===== config.mk =====
export PLATFORM = sky130hd
export DESIGN_NAME = router_fsm_flat
export DESIGN_NICKNAME = d
export VERILOG_FILES = /design/src/rtl/router_pkg.sv /design/src/rtl/router_fsm_if.sv /design/src/rtl/router_fsm_wait_timer.sv /design/src/rtl/router_fsm.sv /design/src/flat_wrapper.sv
export SDC_FILE = /design/constraint.sdc
export NUM_CORES = 1
export LEC_CHECK = 0
export CORE_AREA = 10 10 47 49
export CTS_CLUSTER_SIZE = 25
export DETAILED_ROUTE_END_ITERATION = 8
export DIE_AREA = 0 0 57 59
export DONT_BUFFER_PORTS = 1
export MAX_ROUTING_LAYER = met4
export PLACE_DENSITY = 0.61
export SETUP_SLACK_MARGIN = 0.3
export SLEW_MARGIN = 20
export SYNTH_ARGS = -nofsm -noshare
export SYNTH_HDL_FRONTEND = slang
export SYNTH_HIERARCHICAL = 1
export SYNTH_SLANG_ARGS = --single-unit

===== constraint.sdc =====
create_clock -name clock -period 1.8 [get_ports clock]
set_input_delay 0.09 -clock clock [delete_from_list [all_inputs] [get_ports clock]]
set_output_delay 0.09 -clock clock [all_outputs]
set_load 0.02 [all_outputs]

===== src/rtl/router_pkg.sv =====
// Shared types and constants for the 1x3 router packet-flow controller.
// Latency: n/a (declarations only).
// Backpressure: n/a.
package router_pkg;

    localparam int NUM_PORTS = 3;
    localparam int ADDR_W    = 2;
    localparam logic [ADDR_W-1:0] ADDR_INVALID = 2'b11;

    // Eight states, dense 3-bit encoding: every code is a named state.
    typedef enum logic [2:0] {
        DECODE_ADDRESS     = 3'd0,
        LOAD_FIRST_DATA    = 3'd1,
        LOAD_DATA          = 3'd2,
        LOAD_PARITY        = 3'd3,
        FIFO_FULL_STATE    = 3'd4,
        LOAD_AFTER_FULL    = 3'd5,
        WAIT_TILL_EMPTY    = 3'd6,
        CHECK_PARITY_ERROR = 3'd7
    } state_t;

    // Pick the per-port flag addressed by a; the invalid address selects nothing.
    function automatic logic port_sel(input logic [NUM_PORTS-1:0] v,
                                      input logic [ADDR_W-1:0]    a);
        logic r;
        r = 1'b0;
        case (a)
            2'd0:    r = v[0];
            2'd1:    r = v[1];
            2'd2:    r = v[2];
            default: r = 1'b0;
        endcase
        return r;
    endfunction

endpackage


===== src/rtl/router_fsm_if.sv =====
// Control bundle between the router FSM and its register block / synchronizer.
// Latency: n/a (wires only).
// Backpressure: busy tells the source to hold data; fifo_full stalls the FSM.
interface router_fsm_if;
    import router_pkg::*;

    logic              pkt_valid;
    logic [ADDR_W-1:0] data_in;
    logic              parity_done;
    logic              low_pkt_valid;
    logic              fifo_full;
    logic              fifo_empty_0;
    logic              fifo_empty_1;
    logic              fifo_empty_2;
    logic              soft_reset_0;
    logic              soft_reset_1;
    logic              soft_reset_2;

    logic              detect_add;
    logic              lfd_state;
    logic              ld_state;
    logic              laf_state;
    logic              full_state;
    logic              write_enb_reg;
    logic              rst_int_reg;
    logic              busy;
    logic              drop_pkt;

    // FSM side
    modport master (
        input  pkt_valid, data_in, parity_done, low_pkt_valid, fifo_full,
               fifo_empty_0, fifo_empty_1, fifo_empty_2,
               soft_reset_0, soft_reset_1, soft_reset_2,
        output detect_add, lfd_state, ld_state, laf_state, full_state,
               write_enb_reg, rst_int_reg, busy, drop_pkt
    );

    // Register block / synchronizer / source side
    modport slave (
        output pkt_valid, data_in, parity_done, low_pkt_valid, fifo_full,
               fifo_empty_0, fifo_empty_1, fifo_empty_2,
               soft_reset_0, soft_reset_1, soft_reset_2,
        input  detect_add, lfd_state, ld_state, laf_state, full_state,
               write_enb_reg, rst_int_reg, busy, drop_pkt
    );

endinterface


===== src/rtl/router_fsm_wait_timer.sv =====
// Counts cycles spent in WAIT_TILL_EMPTY and flags the last allowed cycle.
// Latency: expired is combinational from the count register (asserted in cycle TIMEOUT_CYCLES).
// Backpressure: none; counter clears whenever run drops.
module router_fsm_wait_timer #(
    parameter int TIMEOUT_CYCLES = 30,
    parameter int CNT_W          = 5
) (
    input  logic clock,
    input  logic resetn,
    input  logic run,
    output logic expired
);

    localparam logic [CNT_W-1:0] LAST = CNT_W'(TIMEOUT_CYCLES - 1);

    logic [CNT_W-1:0] cnt_q;

    // Count while waiting, restart from zero on any other state.
    always_ff @(posedge clock) begin
        if (!resetn)
            cnt_q <= '0;
        else if (run)
            cnt_q <= cnt_q + 1'b1;
        else
            cnt_q <= '0;
    end

    assign expired = run && (cnt_q == LAST);

endmodule


===== src/rtl/router_fsm.sv =====
// Router packet-flow FSM: header decode, payload load, full stall, parity check (opt. ROUTER_FSM_TIMEOUT_EN).
// Latency: Moore outputs straight from the state register; one edge per transition.
// Backpressure: busy asks the source to hold; fifo_full parks the FSM in FIFO_FULL_STATE.
module router_fsm
    import router_pkg::*;
#(
    parameter int TIMEOUT_CYCLES = 30,
    parameter int CNT_W          = 5
) (
    input  logic          clock,
    input  logic          resetn,
    router_fsm_if.master  bus
);

    if (TIMEOUT_CYCLES < 1 || TIMEOUT_CYCLES > (1 << CNT_W)) begin : g_bad_cfg
        $error("router_fsm: TIMEOUT_CYCLES does not fit in CNT_W bits");
    end

    state_t            state_q, state_d;
    logic [ADDR_W-1:0] addr_q;
    logic [NUM_PORTS-1:0] empties, softs;
    logic              empty_new, empty_cur, soft_cur;

    assign empties   = {bus.fifo_empty_2, bus.fifo_empty_1, bus.fifo_empty_0};
    assign softs     = {bus.soft_reset_2, bus.soft_reset_1, bus.soft_reset_0};
    assign empty_new = port_sel(empties, bus.data_in);
    assign empty_cur = port_sel(empties, addr_q);
    assign soft_cur  = port_sel(softs, addr_q);

`ifdef ROUTER_FSM_TIMEOUT_EN
    logic wait_expired, drop_d, drop_q;

    router_fsm_wait_timer #(
        .TIMEOUT_CYCLES (TIMEOUT_CYCLES),
        .CNT_W          (CNT_W)
    ) u_wait_timer (
        .clock   (clock),
        .resetn  (resetn),
        .run     (state_q == WAIT_TILL_EMPTY),
        .expired (wait_expired)
    );

    // Drop only when the timeout is what actually ends the wait.
    assign drop_d = (state_q == WAIT_TILL_EMPTY) && wait_expired && !empty_cur && !soft_cur;

    // Register the drop so it shows as a single pulse alongside DECODE_ADDRESS.
    always_ff @(posedge clock) begin
        if (!resetn)
            drop_q <= 1'b0;
        else
            drop_q <= drop_d;
    end

    assign bus.drop_pkt = drop_q;
`else
    assign bus.drop_pkt = 1'b0;
`endif

    // State register and destination-port latch.
    always_ff @(posedge clock) begin
        if (!resetn) begin
            state_q <= DECODE_ADDRESS;
            addr_q  <= '0;
        end else begin
            state_q <= state_d;
            if (state_q == DECODE_ADDRESS && bus.pkt_valid && bus.data_in != ADDR_INVALID)
                addr_q <= bus.data_in;
        end
    end

    // Next-state logic; soft reset of the selected port overrides everything.
    always_comb begin
        state_d = state_q;
        case (state_q)
            DECODE_ADDRESS: begin
                if (bus.pkt_valid && bus.data_in != ADDR_INVALID)
                    state_d = empty_new ? LOAD_FIRST_DATA : WAIT_TILL_EMPTY;
            end
            LOAD_FIRST_DATA: state_d = LOAD_DATA;
            LOAD_DATA: begin
                if (bus.fifo_full)
                    state_d = FIFO_FULL_STATE;
                else if (!bus.pkt_valid)
                    state_d = LOAD_PARITY;
            end
            FIFO_FULL_STATE: begin
                if (!bus.fifo_full)
                    state_d = LOAD_AFTER_FULL;
            end
            LOAD_AFTER_FULL: begin
                if (bus.parity_done)
                    state_d = DECODE_ADDRESS;
                else if (bus.low_pkt_valid)
                    state_d = LOAD_PARITY;
                else
                    state_d = LOAD_DATA;
            end
            LOAD_PARITY: state_d = CHECK_PARITY_ERROR;
            CHECK_PARITY_ERROR: state_d = bus.fifo_full ? FIFO_FULL_STATE : DECODE_ADDRESS;
            WAIT_TILL_EMPTY: begin
                if (empty_cur)
                    state_d = LOAD_FIRST_DATA;
`ifdef ROUTER_FSM_TIMEOUT_EN
                else if (wait_expired)
                    state_d = DECODE_ADDRESS;
`endif
            end
            default: state_d = DECODE_ADDRESS;
        endcase
        if (state_q != DECODE_ADDRESS && soft_cur)
            state_d = DECODE_ADDRESS;
    end

    assign bus.detect_add    = (state_q == DECODE_ADDRESS);
    assign bus.lfd_state     = (state_q == LOAD_FIRST_DATA);
    assign bus.ld_state      = (state_q == LOAD_DATA);
    assign bus.laf_state     = (state_q == LOAD_AFTER_FULL);
    assign bus.full_state    = (state_q == FIFO_FULL_STATE);
    assign bus.rst_int_reg   = (state_q == CHECK_PARITY_ERROR);
    assign bus.write_enb_reg = (state_q == LOAD_DATA) || (state_q == LOAD_PARITY) ||
                               (state_q == LOAD_AFTER_FULL);
    assign bus.busy          = (state_q != DECODE_ADDRESS) && (state_q != LOAD_DATA);

endmodule


===== src/flat_wrapper.sv =====
// flat-port wrapper written by rule: the top's interface ports become plain ports
module router_fsm_flat import router_pkg::*;
#(
    parameter int TIMEOUT_CYCLES = 30,
    parameter int CNT_W          = 5
)
  (clock, resetn, bus_pkt_valid, bus_data_in, bus_parity_done, bus_low_pkt_valid, bus_fifo_full, bus_fifo_empty_0, bus_fifo_empty_1, bus_fifo_empty_2, bus_soft_reset_0, bus_soft_reset_1, bus_soft_reset_2, bus_detect_add, bus_lfd_state, bus_ld_state, bus_laf_state, bus_full_state, bus_write_enb_reg, bus_rst_int_reg, bus_busy, bus_drop_pkt);
  router_fsm_if bus_i ();
  input  logic clock;
  input  logic resetn;
  input wire logic [$bits(bus_i.pkt_valid)-1:0] bus_pkt_valid;
  input wire logic [$bits(bus_i.data_in)-1:0] bus_data_in;
  input wire logic [$bits(bus_i.parity_done)-1:0] bus_parity_done;
  input wire logic [$bits(bus_i.low_pkt_valid)-1:0] bus_low_pkt_valid;
  input wire logic [$bits(bus_i.fifo_full)-1:0] bus_fifo_full;
  input wire logic [$bits(bus_i.fifo_empty_0)-1:0] bus_fifo_empty_0;
  input wire logic [$bits(bus_i.fifo_empty_1)-1:0] bus_fifo_empty_1;
  input wire logic [$bits(bus_i.fifo_empty_2)-1:0] bus_fifo_empty_2;
  input wire logic [$bits(bus_i.soft_reset_0)-1:0] bus_soft_reset_0;
  input wire logic [$bits(bus_i.soft_reset_1)-1:0] bus_soft_reset_1;
  input wire logic [$bits(bus_i.soft_reset_2)-1:0] bus_soft_reset_2;
  output wire logic [$bits(bus_i.detect_add)-1:0] bus_detect_add;
  output wire logic [$bits(bus_i.lfd_state)-1:0] bus_lfd_state;
  output wire logic [$bits(bus_i.ld_state)-1:0] bus_ld_state;
  output wire logic [$bits(bus_i.laf_state)-1:0] bus_laf_state;
  output wire logic [$bits(bus_i.full_state)-1:0] bus_full_state;
  output wire logic [$bits(bus_i.write_enb_reg)-1:0] bus_write_enb_reg;
  output wire logic [$bits(bus_i.rst_int_reg)-1:0] bus_rst_int_reg;
  output wire logic [$bits(bus_i.busy)-1:0] bus_busy;
  output wire logic [$bits(bus_i.drop_pkt)-1:0] bus_drop_pkt;
  assign bus_i.pkt_valid = bus_pkt_valid;
  assign bus_i.data_in = bus_data_in;
  assign bus_i.parity_done = bus_parity_done;
  assign bus_i.low_pkt_valid = bus_low_pkt_valid;
  assign bus_i.fifo_full = bus_fifo_full;
  assign bus_i.fifo_empty_0 = bus_fifo_empty_0;
  assign bus_i.fifo_empty_1 = bus_fifo_empty_1;
  assign bus_i.fifo_empty_2 = bus_fifo_empty_2;
  assign bus_i.soft_reset_0 = bus_soft_reset_0;
  assign bus_i.soft_reset_1 = bus_soft_reset_1;
  assign bus_i.soft_reset_2 = bus_soft_reset_2;
  assign bus_detect_add = bus_i.detect_add;
  assign bus_lfd_state = bus_i.lfd_state;
  assign bus_ld_state = bus_i.ld_state;
  assign bus_laf_state = bus_i.laf_state;
  assign bus_full_state = bus_i.full_state;
  assign bus_write_enb_reg = bus_i.write_enb_reg;
  assign bus_rst_int_reg = bus_i.rst_int_reg;
  assign bus_busy = bus_i.busy;
  assign bus_drop_pkt = bus_i.drop_pkt;
  router_fsm #(.TIMEOUT_CYCLES(TIMEOUT_CYCLES), .CNT_W(CNT_W)) u_core (.clock(clock), .resetn(resetn), .bus(bus_i));
endmodule

==> impl_metrics.env <==
export IMPL_h_tree_depth=1
export IMPL_drcViolationCount=0
export IMPL_yosysUniqueCellTypes=35
export IMPL_io_buffers=0
export IMPL_utilization=0.397
export IMPL_synth_edf_count=0
export IMPL_regArea_um2=104
export IMPL_syn_inst=62
export IMPL_grt_max_degree=15
export IMPL_hold_viol_final=0
export IMPL_num_vias=475
export IMPL_boundaryPins=23
export IMPL_crit_type="reg -> out"
export IMPL_wl_per_cell_um=16.0
export IMPL_grt_antenna_before_repair=0
export IMPL_swShare=0.487
export IMPL_die_h_um=59
export IMPL_cts_buffer_depth=2
export IMPL_worst_path_max_fanout=11
export IMPL_cts_sinks=5
export IMPL_r2r_start="u_core/state_q[2]$_SDFFE_PP0P_"
export IMPL_drt_pass1_iterations=4
export IMPL_synth_top_area_cell="dfxtp_1"
export IMPL_critPathArrivalTime_ns=1.31
export IMPL_synthFlopType="dfxtp_1"
export IMPL_root_buffer="clkbuf_4"
export IMPL_ir_drop_uv=719
export IMPL_intPower_uw=496
export IMPL_grt_usage=0.0812
export IMPL_critPathSlowestCell="dfxtp_2"
export IMPL_cp_end_kind="primary output"
export IMPL_antenna_left=0
export IMPL_hold_path_class="in -> reg"
export IMPL_grt_pass1_wl_um=2220
export IMPL_synthToLayoutAreaGrowth_pct=11.0
export IMPL_synth_area_leaders="dfxtp_1 20%, mux2i_1 6.0%, nand3b_1 6.0%"
export IMPL_required_ns=1.71
export IMPL_tns_ns=0
export IMPL_clk_pin_slew_worst_paths_ns=0.04
export IMPL_antenna_cells=0
export IMPL_cts_setup_buffers=0
export IMPL_totalWireLength_um=1300
export IMPL_nets=80
export IMPL_cap_viol_max_count=0
export IMPL_crit_start="u_core/state_q[0]$_SDFFE_PP0P_"
export IMPL_yosys_warnings=6
export IMPL_place_worst_setup_slack_ns=0.378
export IMPL_max_freq_ghz=0.715
export IMPL_die_w_um=57
export IMPL_rows=14
export IMPL_insertion_delay_ns=0.23
export IMPL_drv_slew=0
export IMPL_dp_hpwl_um=1040
export IMPL_synth_fp_nets=76
export IMPL_multiInputGateArea_um2=374
export IMPL_path_buf_inv=0
export IMPL_slowest_delay_ns=0.43
export IMPL_path_cells="nor2b_2 > and2_2 > nand2b_2"
export IMPL_power_density_nw_per_um2=1730
export IMPL_syn_cell_area_um2=502
export IMPL_start_util=0.358
export IMPL_synthDominantCellAreaShare=0.200
export IMPL_p_switching_uw=470
export IMPL_clock_skew_ns=0.000719
export IMPL_overflow=0
export IMPL_cts_tree="built"
export IMPL_p_clk_frac=0.128
export IMPL_fillers=149
export IMPL_min_from="bus_data_in[0]"
export IMPL_rsz0062_at_grt="true"
export IMPL_period_share=0.777
export IMPL_setup_viol=0
export IMPL_core_area_um2=1400
export IMPL_gp_congestion=0.756
export IMPL_dieArea_um2=3360
export IMPL_drt_iter0_drc=8
export IMPL_worstSetupStartpointType="flip-flop"
export IMPL_avgSynthCellArea_um2=8.09
export IMPL_p_leak_uw=0.000221
export IMPL_drive_gt1_frac=0.277
export IMPL_finalWorstSetupSlack_ns=0.401
export IMPL_pwr_share_comb=0.593
export IMPL_seq_power_share=0.280
export IMPL_path_delay_family="simple AND/OR/NAND/NOR gates"
export IMPL_cts_buffers_inserted=3
export IMPL_synth_yosys_seq_area_share=0.200
export IMPL_status="complete, no violations"
export IMPL_grt_pass1_vias=502
export IMPL_synth_seq_cells=5
export IMPL_ys_async_sr_fraction=0
export IMPL_viasPerCell=5.86
export IMPL_layout_min_cycle_time_ns=1.40
path summary, 6_finish.rpt:
path | to | slack [ns] | cells past startpoint
max reg2reg | u_core/state_q[1]$_SDFFE_PP0P_ | 0.49 | 4
max | bus_write_enb_reg | 0.40 | 3
min | u_core/addr_q[0]$_SDFFE_PN0P_ | 0.05 | 1
min reg2reg | u_core/addr_q[1]$_SDFFE_PN0P_ | 0.63 | 1
power by group through the flow:
stage                     Clock (µW)  Sequential [µW]  Combinational (µW)
after floorplan                    0              186                 530
after global placement             0              254                 555
after detailed placement           0              259                 559
after CTS                        130              263                 570
after global routing             137              289                 632
final                            123              270                 573
synthesized netlist by cell type (all sizes together) (2+ instances only):
cell / instances
mux2i: 3
nand2: 3
nor2b: 2
nor2: 5
o221a: 2
dfxtp: 5
inv: 2
buf: 4
o21ai: 2
a211oi: 3
nand3b: 4
and2: 3
a21oi: 3
nand2b: 3
o211ai: 2
and2b: 2
worst reg2reg max path, stage by stage, from the launching register on:
cell and delay [ns]:
dfxtp_2 0.37, nor2b_1 0.18, a211oi_1 0.30, nand2_1 0.12, a311oi_1 0.24
flip-flops by register name (all words and copies together), names as in the netlist:
signal,cells
u_core/addr_q,2
u_core/state_q,3
routing by layer:
layer,track usage,wire (µm)
met2,0.110,536
met1,0.102,605
met5,-,0
met4,0.0201,0
met3,0.0429,155
layout by cell type, fill, tap and decap left out, types with 2 or more instances in the layout:
cell and count:
nor2_1 4, nand3b_1 4, clkbuf_4 3, nand2_1 3, mux2i_1 3, a21oi_1 3, dfxtp_2 3, buf_4 2
and2b_1 2, inv_1 2, nand2b_1 2, o221a_2 2, a211oi_1 2, o211ai_1 2, dfxtp_1 2
area by class of cell:
cell class | count | area share
flip-flops and latches | 5 | 0.187
inverters | 2 | 0.0135
multi-input cells | 51 | 0.672
well taps | 16 | 0.0360
repair buffers | 3 | 0.0449
clock buffers | 4 | 0.0472
cell families after synthesis:
logic type	share of synthesized area
multiplexers	0.0599
buffers and inverters	0.0723
AND/OR/NAND/NOR	0.374
other	0.00747
flip-flops	0.200
AO/OA/AOI/OAI	0.287
metrics by stage:
step | cell area (µm²) | hold slack, ns | cells | power [µW]
final | 557 | 0.0544 | 81 | 966
after global routing | 557 | 0.0491 | 81 | 1060
after CTS | 551 | 0.0501 | 81 | 963
after detailed placement | 508 | 0.248 | 76 | 818
after global placement | 508 | 0.245 | 76 | 809
after floorplan | 502 | 0.237 | 62 | 716
what timing repair did:
action / in CTS / in global routing
hold buffers: 1 / 0
hold endpoints to repair: 2 / 0
pin swaps: 0 / 0
endpoints found under the setup margin: 2 / 3
gates resized for setup: 4 / 3
Power figures use the tool's default switching activity.
